**src/rtl/stream_trailing_zeroes.sv**
```systemverilog
// stream_trailing_zeroes
// Counts the trailing zeroes of a frame of 1..MAX_WORDS words, least significant word first.
// One result is produced per frame and held until the consumer accepts it.
//
// Ports:
//   clk            clock; all state updates on its rising edge
//   reset          synchronous, active-high reset
//   din            frame word, bit 0 least significant
//   din_valid      din/din_last valid this cycle
//   din_last       final word of the frame
//   din_ready      block accepts a word this cycle (ACCUM state)
//   dout           trailing-zero count of the frame
//   dout_all_zero  no set bit in the whole frame
//   dout_trunc     frame ended at MAX_WORDS without din_last
//   dout_valid     result outputs valid (HOLD state)
//   dout_ready     consumer accepts the result
module stream_trailing_zeroes #(
  parameter int unsigned DATA_WIDTH = 32,
  parameter int unsigned MAX_WORDS  = 8,
  localparam int unsigned CNT_W     = $clog2(DATA_WIDTH * MAX_WORDS + 1)
) (
  input  logic                  clk,
  input  logic                  reset,
  input  logic [DATA_WIDTH-1:0] din,
  input  logic                  din_valid,
  input  logic                  din_last,
  output logic                  din_ready,
  output logic [CNT_W-1:0]      dout,
  output logic                  dout_all_zero,
  output logic                  dout_trunc,
  output logic                  dout_valid,
  input  logic                  dout_ready
);

  localparam int unsigned WC_W = $clog2(MAX_WORDS + 1);

  typedef enum logic [0:0] {StAccum, StHold} state_e;

  state_e           state_q;
  logic [CNT_W-1:0] cnt_q, cnt_d;
  logic             found_q, found_d;
  logic [WC_W-1:0]  wcnt_q, wcnt_d;
  logic [CNT_W-1:0] dout_q;
  logic             all_zero_q;
  logic             trunc_q;

  logic             accept;
  logic             frame_end;
  logic             full;

  // Index of the lowest set bit; only meaningful for a nonzero word.
  function automatic logic [CNT_W-1:0] lsb_index(input logic [DATA_WIDTH-1:0] w);
    logic [CNT_W-1:0] idx;
    idx = '0;
    for (int i = DATA_WIDTH - 1; i >= 0; i--) begin
      if (w[i]) idx = CNT_W'(i);
    end
    return idx;
  endfunction

  assign din_ready     = (state_q == StAccum);
  assign dout_valid    = (state_q == StHold);
  assign dout          = dout_q;
  assign dout_all_zero = all_zero_q;
  assign dout_trunc    = trunc_q;

  assign accept = din_valid && (state_q == StAccum);

  always_comb begin
    cnt_d   = cnt_q;
    found_d = found_q;
    wcnt_d  = wcnt_q + WC_W'(1);
    // Count only grows until the first set bit; later words leave it alone.
    if (!found_q) begin
      if (din == '0) begin
        cnt_d = cnt_q + CNT_W'(DATA_WIDTH);
      end else begin
        cnt_d   = cnt_q + lsb_index(din);
        found_d = 1'b1;
      end
    end
    full      = (wcnt_d == WC_W'(MAX_WORDS));
    frame_end = din_last || full;
  end

  always_ff @(posedge clk) begin
    if (reset) begin
      state_q    <= StAccum;
      cnt_q      <= '0;
      found_q    <= 1'b0;
      wcnt_q     <= '0;
      dout_q     <= '0;
      all_zero_q <= 1'b0;
      trunc_q    <= 1'b0;
    end else begin
      case (state_q)
        StAccum: begin
          if (accept) begin
            if (frame_end) begin
              dout_q     <= cnt_d;
              all_zero_q <= !found_d;
              trunc_q    <= full && !din_last;
              state_q    <= StHold;
            end
            cnt_q   <= cnt_d;
            found_q <= found_d;
            wcnt_q  <= wcnt_d;
          end
        end
        StHold: begin
          if (dout_ready) begin
            cnt_q   <= '0;
            found_q <= 1'b0;
            wcnt_q  <= '0;
            state_q <= StAccum;
          end
        end
        default: state_q <= StAccum;
      endcase
    end
  end

endmodule

```
**config.mk**
```make
export PLATFORM = sky130hd
export DESIGN_NAME = stream_trailing_zeroes
export DESIGN_NICKNAME = d
export VERILOG_FILES = /design/src/rtl/stream_trailing_zeroes.sv
export SDC_FILE = /design/constraint.sdc
export NUM_CORES = 1
export LEC_CHECK = 0
export ABC_AREA = 1
export BUFFER_PORTS_ARGS = -buffer_cell sky130_fd_sc_hd__buf_2
export CELL_PAD_IN_SITES_DETAIL_PLACEMENT = 2
export CELL_PAD_IN_SITES_GLOBAL_PLACEMENT = 2
export CORE_MARGIN = 2
export CORE_UTILIZATION = 24
export DETAILED_ROUTE_END_ITERATION = 6
export PLACE_DENSITY = 0.76
export REMOVE_ABC_BUFFERS = 1
export SYNTH_ARGS = -nofsm -noshare
export SYNTH_HDL_FRONTEND = slang
export SYNTH_SLANG_ARGS = --single-unit
```
**constraint.sdc**
```tcl
create_clock -name clk -period 3.3 [get_ports clk]
set_input_delay 0.66 -clock clk [delete_from_list [all_inputs] [get_ports clk]]
set_output_delay 0.66 -clock clk [all_outputs]
set_load 0.05 [all_outputs]
```
==> flow_summary.json, run 1 <==
{
  "drtIter0Drc": 25,
  "synth_area_um2": 1750,
  "ctsHtreeMaxLevel": 1,
  "powerDensity_nw_per_um2": 321,
  "slew_headroom_pct": 65.2,
  "rsz0062_at_grt": "yes",
  "vdd_drop_max_mv": 0.219,
  "antenna_left": 0,
  "cp.required_ps": 3510,
  "grtUsageMet1_pct": 17.4,
  "core_um2": 7180,
  "worstMarginPinSlew_ps": 521,
  "cts_tree": "yes",
  "fin_tns_setup_ps": -1810,
  "die_x_um": 89.5,
  "final_common_cell": "nand2_1",
  "dr.pass1.iters": 3,
  "cts_root_buffer": "clkbuf_8",
  "antenna_found_initial": 0,
  "grt_usage_pct": 15.0,
  "gp_congestion": 0.803,
  "ctsLongestPathBuffers": 2,
  "fin_total_pwr_mw": 0.794,
  "worstSetupPathType": "in2reg",
  "grt_pass1_vias": 2130,
  "startpoint_type": "primary input",
  "cts_hold_buf": 0,
  "hold_viol": 0,
  "synth_cells": 282,
  "max_cap_violations": 0,
  "grt-busiest-layer": "met2",
  "outcome": "finished, violations left",
  "ioPinCount": 50,
  "placed_cell_area_um2": 2250,
  "crit_path_frequent_cell": "nand2_1",
  "wirelength_um": 6060,
  "initial_core_util_pct": 24.4,
  "syn_to_final_growth_pct": 41.0,
  "final_cell_mix": "81 x nand2_1, 53 x inv_1, 46 x buf_2, 26 x dfxtp_1, 25 x buf_4",
  "cpPeakStageDelay_ps": 360,
  "insertion_delay_ps": 270,
  "met3_usage_pct": 1.94,
  "cp_max_fo": 2,
  "overflow": 0,
  "violations": "setup timing",
  "via_count": 2042,
  "slew_viol_final": 0,
  "portBuffers": 49,
  "design_area_um2": 2470,
  "drc": 0,
  "cts_buffers": 3,
  "ys_seq_elements": 26,
  "use_met2_pct": 30.2,
  "fin_crit_sh_pct": 107,
  "leakage_nw": 1.30,
  "setup_viol": 13,
  "wl_per_cell_um": 13.3,
  "ys_warn_count": 0,
  "path_clk_slew_ps": 100,
  "fmax_mhz": 284,
  "crit_arrival_ps": 3730,
  "yosysSeqAreaShare_pct": 29.7,
  "grt_pass1_wl_um": 9600,
  "grt_max_degree": 17,
  "hold_class": "reg2reg",
  "ys_types": 28,
  "routed_via_density": 4.50,
  "clock_sinks": 26,
  "die_y_um": 89.5,
  "fin_nets": 401,
  "dp_hpwl_um": 4600,
  "antenna-diode-count": 0,
  "design.die.area_um2": 8010,
  "setup_ws_ps": -222,
  "cpMaxStageDelayCell": "fa_2",
  "final_layout_size_suffix_gt1_share_pct": 29.3,
  "endpoint_kind": "flop",
  "placementRows": 31,
  "fin_skew_ps": 4.66,
  "synth.avg_cell_area_um2": 6.22,
  "timing.final.crit_period_ps": 3520
}
==> cell families after synthesis <==
logic type                 Yosys count  share of synthesized area, %
AOI/OAI and AO/OA                   59                          19.8
xor gates and xnor gates             7                          3.50
adders and majority gates            8                          6.13
buffers and inverters               61                          13.1
DFF                                 26                          29.7
and+or+nand+nor                    121                          27.8
==> routing by layer <==
metal / wire length [um] / up-vias
met3: 127 / 4
met1: 2570 / 988
li1: - / 1026
met5: 0 / -
met2: 3320 / 24
met4: 41 / 0
==> area by class of cell <==
cell class | count | area [um2]
clock buffers | 3 | 41.3
clock inverters | 1 | 30.0
fillers | 877 | 4700
inverters | 56 | 210
multi-input cells | 195 | 1100
flip-flops and latches | 26 | 520
well taps | 99 | 124
repair buffers | 74 | 452
==> power by group <==
group	switching, mW	total, mW	internal (mW)
registers	0.0102	0.338	0.327
clock network	0.106	0.268	0.162
logic	0.119	0.189	0.0693
==> Yosys cell counts <==
cell,count,area [um2]
nor3_2,1,10.0
a211oi_1,2,15.0
o31ai_1,2,15.0
o21ai_0,19,95.1
o21bai_1,10,75.1
xor2_1,4,35.0
inv_1,55,206
a21oi_2,1,8.76
nor4_2,1,12.5
inv_2,1,3.75
a21oi_1,21,105
a2111oi_0,1,8.76
nand2_1,84,315
or2_2,1,6.26
nor2_1,24,90.1
a31oi_1,1,6.26
fa_1,1,20.0
clkbuf_1,4,15.0
o211a_1,1,10.0
nor4_1,1,6.26
buf_1,1,3.75
nand3_1,6,30.0
a311oi_1,1,8.76
nor3_1,2,10.0
ha_1,7,87.6
dfxtp_1,26,521
xnor2_1,3,26.3
nand3b_1,1,7.51
==> state kept, by name, indices dropped and copies added, names as in the netlist <==
signal         count
cnt_q              9
dout               9
dout_all_zero      1
dout_trunc         1
dout_valid         1
found_q            1
wcnt_q             4
==> critical path, delay by kind of cell <==
kind | cells | cell delay (ps)
AOI/OAI and AO/OA | 5 | 580
adders and majority gates | 2 | 550
buffers and inverters | 1 | 90
and+or+nand+nor | 34 | 1820
==> timing repair <==
item                                    CTS  global route
pin swaps                                16            17
buffers inserted                          1             4
cloned                                    0             0
gates resized for setup                  15            14
endpoints found under the setup margin   12            16
==> metrics by stage <==
stage / std cells / hold WS (ps) / setup slack [ps] / utilization (%)
floorplan: 277 / 451 / -102 / -
global placement: 445 / 447 / -500 / 31.4
detailed placement: 445 / 460 / -707 / 31.4
CTS: 450 / 476 / -278 / 33.3
global route: 454 / 510 / -690 / 34.5
finish: 454 / 466 / -222 / 34.5
==> path summary, 6_finish.rpt <==
kind | from | endpoint | slack, ps | cells past startpoint
worst max-delay path | din[31] | cnt_q[6]$_SDFFE_PP0P_ | -220 | 42
worst min-delay path | dout_trunc$_SDFFE_PP0P_ | dout_trunc$_SDFFE_PP0P_ | 470 | 2
worst max register to register | cnt_q[2]$_SDFFE_PP0P_ | dout[7]$_SDFFE_PP0P_ | 1200 | 11
worst min register to register | dout_trunc$_SDFFE_PP0P_ | dout_trunc$_SDFFE_PP0P_ | 470 | 2
No activity file was read; power rests on OpenSTA's default activity.
==> inputs of run 2 (changes only) <==
- BUFFER_PORTS_ARGS: -buffer_cell sky130_fd_sc_hd__buf_2 -> -buffer_cell sky130_fd_sc_hd__buf_4
- CTS_CLUSTER_SIZE: default -> 24
==> flow_summary.json, run 2 (same netlist as run 1, synthesis figures left out) <==
{
  "cpMaxStageDelayCell": "fa_2",
  "violations": "setup timing",
  "wl_per_cell_um": 13.5,
  "cp.required_ps": 3480,
  "hold_ws_ps": 475,
  "powerDensity_nw_per_um2": 310,
  "rr_endpoint": "cnt_q[7]$_SDFFE_PP0P_",
  "initial_core_util_pct": 24.4,
  "overflow": 0,
  "grtUsageMet1_pct": 19.2,
  "r2r_start": "cnt_q[2]$_SDFFE_PP0P_",
  "cts_buffers": 3,
  "combPwrFrac_pct": 25.5,
  "drtIter0Drc": 27,
  "path_clk_slew_ps": 90,
  "cp-endpoint": "dout[8]$_SDFFE_PP0P_",
  "grt_pass1_wl_um": 9940,
  "final_layout_size_suffix_gt1_share_pct": 31.1,
  "design.die.area_um2": 8010,
  "ctsHtreeMaxLevel": 1,
  "setup_ws_ps": -222,
  "max_cap_violations": 0,
  "outcome": "finished, violations left",
  "reg2reg_slack_ps": 1260,
  "die_x_um": 89.5,
  "fin_crit_sh_pct": 107,
  "ctsLongestPathBuffers": 2,
  "hold_viol": 0,
  "rsz0062_at_grt": "yes",
  "via_count": 1997,
  "syn_to_final_growth_pct": 50.6,
  "gp_congestion": 0.718,
  "antenna-diode-count": 0,
  "power_frac_clock_pct": 33.2,
  "final_cell_mix": "78 x nand2_1, 72 x buf_4, 53 x inv_1, 26 x dfxtp_1, 22 x nor2_1",
  "crit_path_frequent_cell": "nand2_1",
  "portBuffers": 49,
  "fmax_mhz": 284,
  "switching_power_mw": 0.241,
  "wirelength_um": 6150,
  "critPathTopFamily": "simple AND/OR/NAND/NOR gates",
  "crit_cells": 42,
  "grt_max_degree": 17,
  "cp_max_fo": 2,
  "placementRows": 31,
  "leakage_nw": 1.36,
  "met3_usage_pct": 1.94,
  "cts_hold_buf": 0,
  "use_met2_pct": 30.4,
  "crit_arrival_ps": 3700,
  "cts_root_buffer": "clkbuf_8",
  "swShare_pct": 29.4,
  "worstMarginPinSlew_ps": 554,
  "cts_tree": "yes",
  "routed_via_density": 4.38,
  "timing.final.crit_period_ps": 3520,
  "fillers": 876,
  "drc": 0,
  "vdd_drop_max_mv": 0.240,
  "ioPinCount": 50,
  "worst-path-buf-inv": 3,
  "antenna_found_initial": 0,
  "startpoint": "din[30]",
  "insertion_delay_ps": 280,
  "fin_nets": 403,
  "grt-busiest-layer": "met2",
  "grt_usage_pct": 15.7,
  "p_seq_share_pct": 41.3,
  "slew_viol_final": 0,
  "fin_total_pwr_mw": 0.819,
  "startpoint_type": "primary input",
  "antenna_left": 0,
  "grt_pass1_vias": 2171,
  "die_y_um": 89.5,
  "reg2reg_depth": 11,
  "worstSetupPathType": "in2reg",
  "setup_viol": 11,
  "dp_hpwl_um": 4590,
  "slew_headroom_pct": 63.0,
  "internal_power_mw": 0.578,
  "endpoint_kind": "flop",
  "cpPeakStageDelay_ps": 240,
  "core_um2": 7180,
  "final_common_cell": "nand2_1",
  "fin_skew_ps": 6.92,
  "hold_class": "reg2reg",
  "dr.pass1.iters": 2,
  "clock_sinks": 26
}
[run 2: cell types whose count changed in the layout (fill, tap and decap cells not counted), moves of 2 or more]
cell / previous run / this run
buf_4: 25 / 72
nand2_1: 81 / 78
buf_2: 46 / 0
nand2_2: 3 / 5
[run 2: layer usage]
layer / vias to the layer above / wire (um)
li1: 1026 / -
met1: 948 / 2770
met2: 21 / 3260
met3: 2 / 97
met4: 0 / 20
met5: - / 0
[run 2: metrics by stage]
stage          instance area [um2]  worst slack [ps]  utilization (%)  TNS [ps]  std cells
2_1_floorplan                 1740              -102                -      -321        277
3_3_place_gp                  2390              -571             33.3     -5640        447
3_5_place_dp                  2390              -752             33.3     -7890        447
4_1_cts                       2530              -374             35.3     -3100        454
5_1_grt                       2640              -655             36.8     -7630        456
6_report                      2640              -222             36.8     -1710        456
[run 2: how the worst min path moves through the flow]
stage	startpoint	end	slack, ps	cells past startpoint
floorplan	wcnt_q[3]$_SDFFE_PP0P_	wcnt_q[3]$_SDFFE_PP0P_	450	2
global placement	dout_trunc$_SDFFE_PP0P_	dout_trunc$_SDFFE_PP0P_	450	2
global route	dout_trunc$_SDFFE_PP0P_	dout_trunc$_SDFFE_PP0P_	510	2
CTS	dout_trunc$_SDFFE_PP0P_	dout_trunc$_SDFFE_PP0P_	480	2
finish	dout_trunc$_SDFFE_PP0P_	dout_trunc$_SDFFE_PP0P_	480	2
detailed placement	dout_trunc$_SDFFE_PP0P_	dout_trunc$_SDFFE_PP0P_	470	2
[run 2: area by class of cell]
class | instances | area [um2] | share of cell area (%)
Tap cell | 99 | 124 | 4.69
Sequential cell | 26 | 520 | 19.7
Multi-Input combinational cell | 195 | 1130 | 42.8
Inverter | 56 | 210 | 7.95
Clock inverter | 1 | 30.0 | 1.14
Timing Repair Buffer | 76 | 586 | 22.2
Clock buffer | 3 | 41.3 | 1.56
[run 2: worst register-to-register path: cells and delay by family (launching register included)]
kind                     cells  cell delay [ps]
AO/OA/AOI/OAI                4              630
buffers and inverters        1              180
XOR/XNOR                     1              190
flip-flops                   1              350
adder cells (fa/ha/maj)      1              340
AND/OR/NAND/NOR              4              280
[run 2: power by group through the flow]
stage | Combinational [mW] | Sequential [mW] | Clock, mW
6_report | 0.209 | 0.338 | 0.272
5_1_grt | 0.233 | 0.340 | 0.290
4_1_cts | 0.206 | 0.338 | 0.277
3_5_place_dp | 0.201 | 0.345 | 0
3_3_place_gp | 0.194 | 0.344 | 0
2_1_floorplan | 0.0733 | 0.372 | 0
[run 2: repair_timing]
action	4_1_cts	5_1_grt
buffers inserted	3	3
setup endpoints to repair	14	16
pin swaps	15	16
resized for setup	15	24
endpoints found under the hold margin	0	0
==> inputs of run 3 (changes only) <==
- BUFFER_PORTS_ARGS: -buffer_cell sky130_fd_sc_hd__buf_4 -> default
- CAP_MARGIN: default -> 20
- CORE_UTILIZATION: 24 -> 29
- CTS_CLUSTER_DIAMETER: default -> 80
- DONT_BUFFER_PORTS: default -> 1
- PLACE_DENSITY: 0.76 -> 0.75
==> flow_summary.json, run 3 (same netlist as run 1, synthesis figures left out) <==
{
  "use_met2_pct": 31.2,
  "ctsLongestPathBuffers": 2,
  "fin_cells": 372,
  "cp.required_ps": 3500,
  "path_clk_slew_ps": 90,
  "final_cell_mix": "78 x nand2_1, 53 x inv_1, 26 x dfxtp_1, 22 x nor2_1",
  "worstHoldEndpoint": "cnt_q[4]$_SDFFE_PP0P_",
  "fin_skew_ps": 4.45,
  "fillers": 721,
  "grt_pass1_vias": 1981,
  "min_from": "reset",
  "routed_via_density": 4.82,
  "cts_root_buffer": "clkbuf_8",
  "cts_hold_buf": 0,
  "fmax_mhz": 296,
  "grt_pass1_wl_um": 8590,
  "antenna-diode-count": 0,
  "leakage_nw": 1.04,
  "ctsHtreeMaxLevel": 1,
  "portBuffers": 0,
  "clock_sinks": 26,
  "syn_to_final_growth_pct": 21.2,
  "antenna_left": 0,
  "violations": "setup timing",
  "insertion_delay_ps": 270,
  "vdd_drop_max_mv": 0.253,
  "rsz0062_at_grt": "yes",
  "startpoint_type": "primary input",
  "reg2reg_slack_ps": 790,
  "dr.pass1.iters": 4,
  "design.die.area_um2": 6690,
  "cpMaxStageDelayCell": "fa_2",
  "setup_ws_ps": -80.9,
  "outcome": "finished, violations left",
  "die_x_um": 81.8,
  "cp_max_fo": 2,
  "hold_class": "in2reg",
  "gp_congestion": 0.710,
  "grt_max_degree": 17,
  "cts_buffers": 3,
  "setup_viol": 7,
  "final_util_pct": 36.1,
  "placementRows": 28,
  "powerDensity_nw_per_um2": 323,
  "dp_hpwl_um": 4080,
  "hold_ws_ps": 437,
  "die_y_um": 81.8,
  "reg2reg_depth": 7,
  "whs_path_depth": 1,
  "max_cap_violations": 0,
  "antenna_found_initial": 0,
  "via_count": 1794,
  "worstSetupPathType": "in2reg",
  "met3_usage_pct": 3.74,
  "core_um2": 5890,
  "crit_arrival_ps": 3590,
  "fin_nets": 343,
  "wl_per_cell_um": 13.6,
  "timing.final.crit_period_ps": 3380,
  "grt-busiest-layer": "met2",
  "slew_headroom_pct": 63.8,
  "wirelength_um": 5050,
  "dp_cells": 363,
  "r2r_start": "dout_valid$_SDFF_PP0_",
  "slew_viol_final": 0,
  "drtIter0Drc": 27,
  "crit_path_frequent_cell": "nand2_1",
  "grtUsageMet1_pct": 18.9,
  "fin_crit_sh_pct": 102,
  "rr_endpoint": "cnt_q[7]$_SDFFE_PP0P_",
  "worstMarginPinSlew_ps": 543,
  "seq_area_um2": 520,
  "critPathTopFamily": "simple AND/OR/NAND/NOR gates",
  "worst-path-buf-inv": 1,
  "final_layout_size_suffix_gt1_share_pct": 17.2,
  "drc": 0,
  "hold_viol": 0,
  "final_common_cell": "nand2_1",
  "initial_core_util_pct": 29.8,
  "grt_usage_pct": 16.4,
  "endpoint_kind": "flop",
  "multiInputGateArea_um2": 1120,
  "overflow": 0,
  "fin_total_pwr_mw": 0.686,
  "cts_tree": "yes",
  "ioPinCount": 50,
  "cpPeakStageDelay_ps": 220
}
[run 3: cell count changes in the layout (fill, tap and decap cells not counted), sizes merged]
cell and change:
bufinv -1, buf -60, clkbuf +1
[run 3: final cells by class]
class                   count  area share [%]
inverters                  56            10.4
repair buffers             16            5.65
flip-flops and latches     26            24.5
multi-input cells         195            52.5
clock buffers               4            2.59
well taps                  75            4.41
[run 3: worst max path at each step]
stage | from | cells after the start | slack [ps] | to
global placement | din[30] | 41 | -440 | cnt_q[8]$_SDFFE_PP0P_
CTS | din[30] | 41 | -170 | cnt_q[8]$_SDFFE_PP0P_
detailed placement | din[29] | 40 | -590 | dout[6]$_SDFFE_PP0P_
floorplan | din[30] | 42 | -100 | cnt_q[6]$_SDFFE_PP0P_
finish | din[30] | 41 | -80 | cnt_q[8]$_SDFFE_PP0P_
global route | din[30] | 41 | -510 | dout[8]$_SDFFE_PP0P_
[run 3: metrics by stage]
| stage | setup WS (ps) | instance area [um2] | TNS (ps) |
|---|---|---|---|
| after floorplan | -102 | 1740 | -321 |
| after global placement | -444 | 1910 | -3600 |
| after detailed placement | -586 | 1910 | -5560 |
| after CTS | -170 | 2040 | -1110 |
| after global routing | -507 | 2130 | -5950 |
| final | -80.9 | 2130 | -343 |
[run 3: per-layer routing]
| layer | share of wire [%] | wire length, um | vias to the layer above |
|---|---|---|---|
| li1 | - | - | 909 |
| met1 | 43 | 2170 | 856 |
| met2 | 52 | 2650 | 25 |
| met3 | 4.2 | 210 | 4 |
| met4 | 0.49 | 25 | 0 |
| met5 | 0 | 0 | - |
[run 3: timing repair]
item,4_1_cts,5_1_grt
gates resized for setup,20,17
setup buffers,4,1
setup endpoints to repair,12,16
pin swaps,21,21
gates cloned,0,0
[run 3: worst register-to-register path, cell delays in order (launching register included)]
cell and delay (ps):
dfxtp_1 670, inv_1 400, nand2_1 220, inv_1 270, nor2_1 440, buf_4 240
nand2_1 90, a21oi_2 130
[run 3: report_power, final]
group          internal (mW)  switching (mW)
sequential             0.327          0.0411
clock                  0.107           0.100
combinational         0.0434          0.0670
total                  0.477           0.208
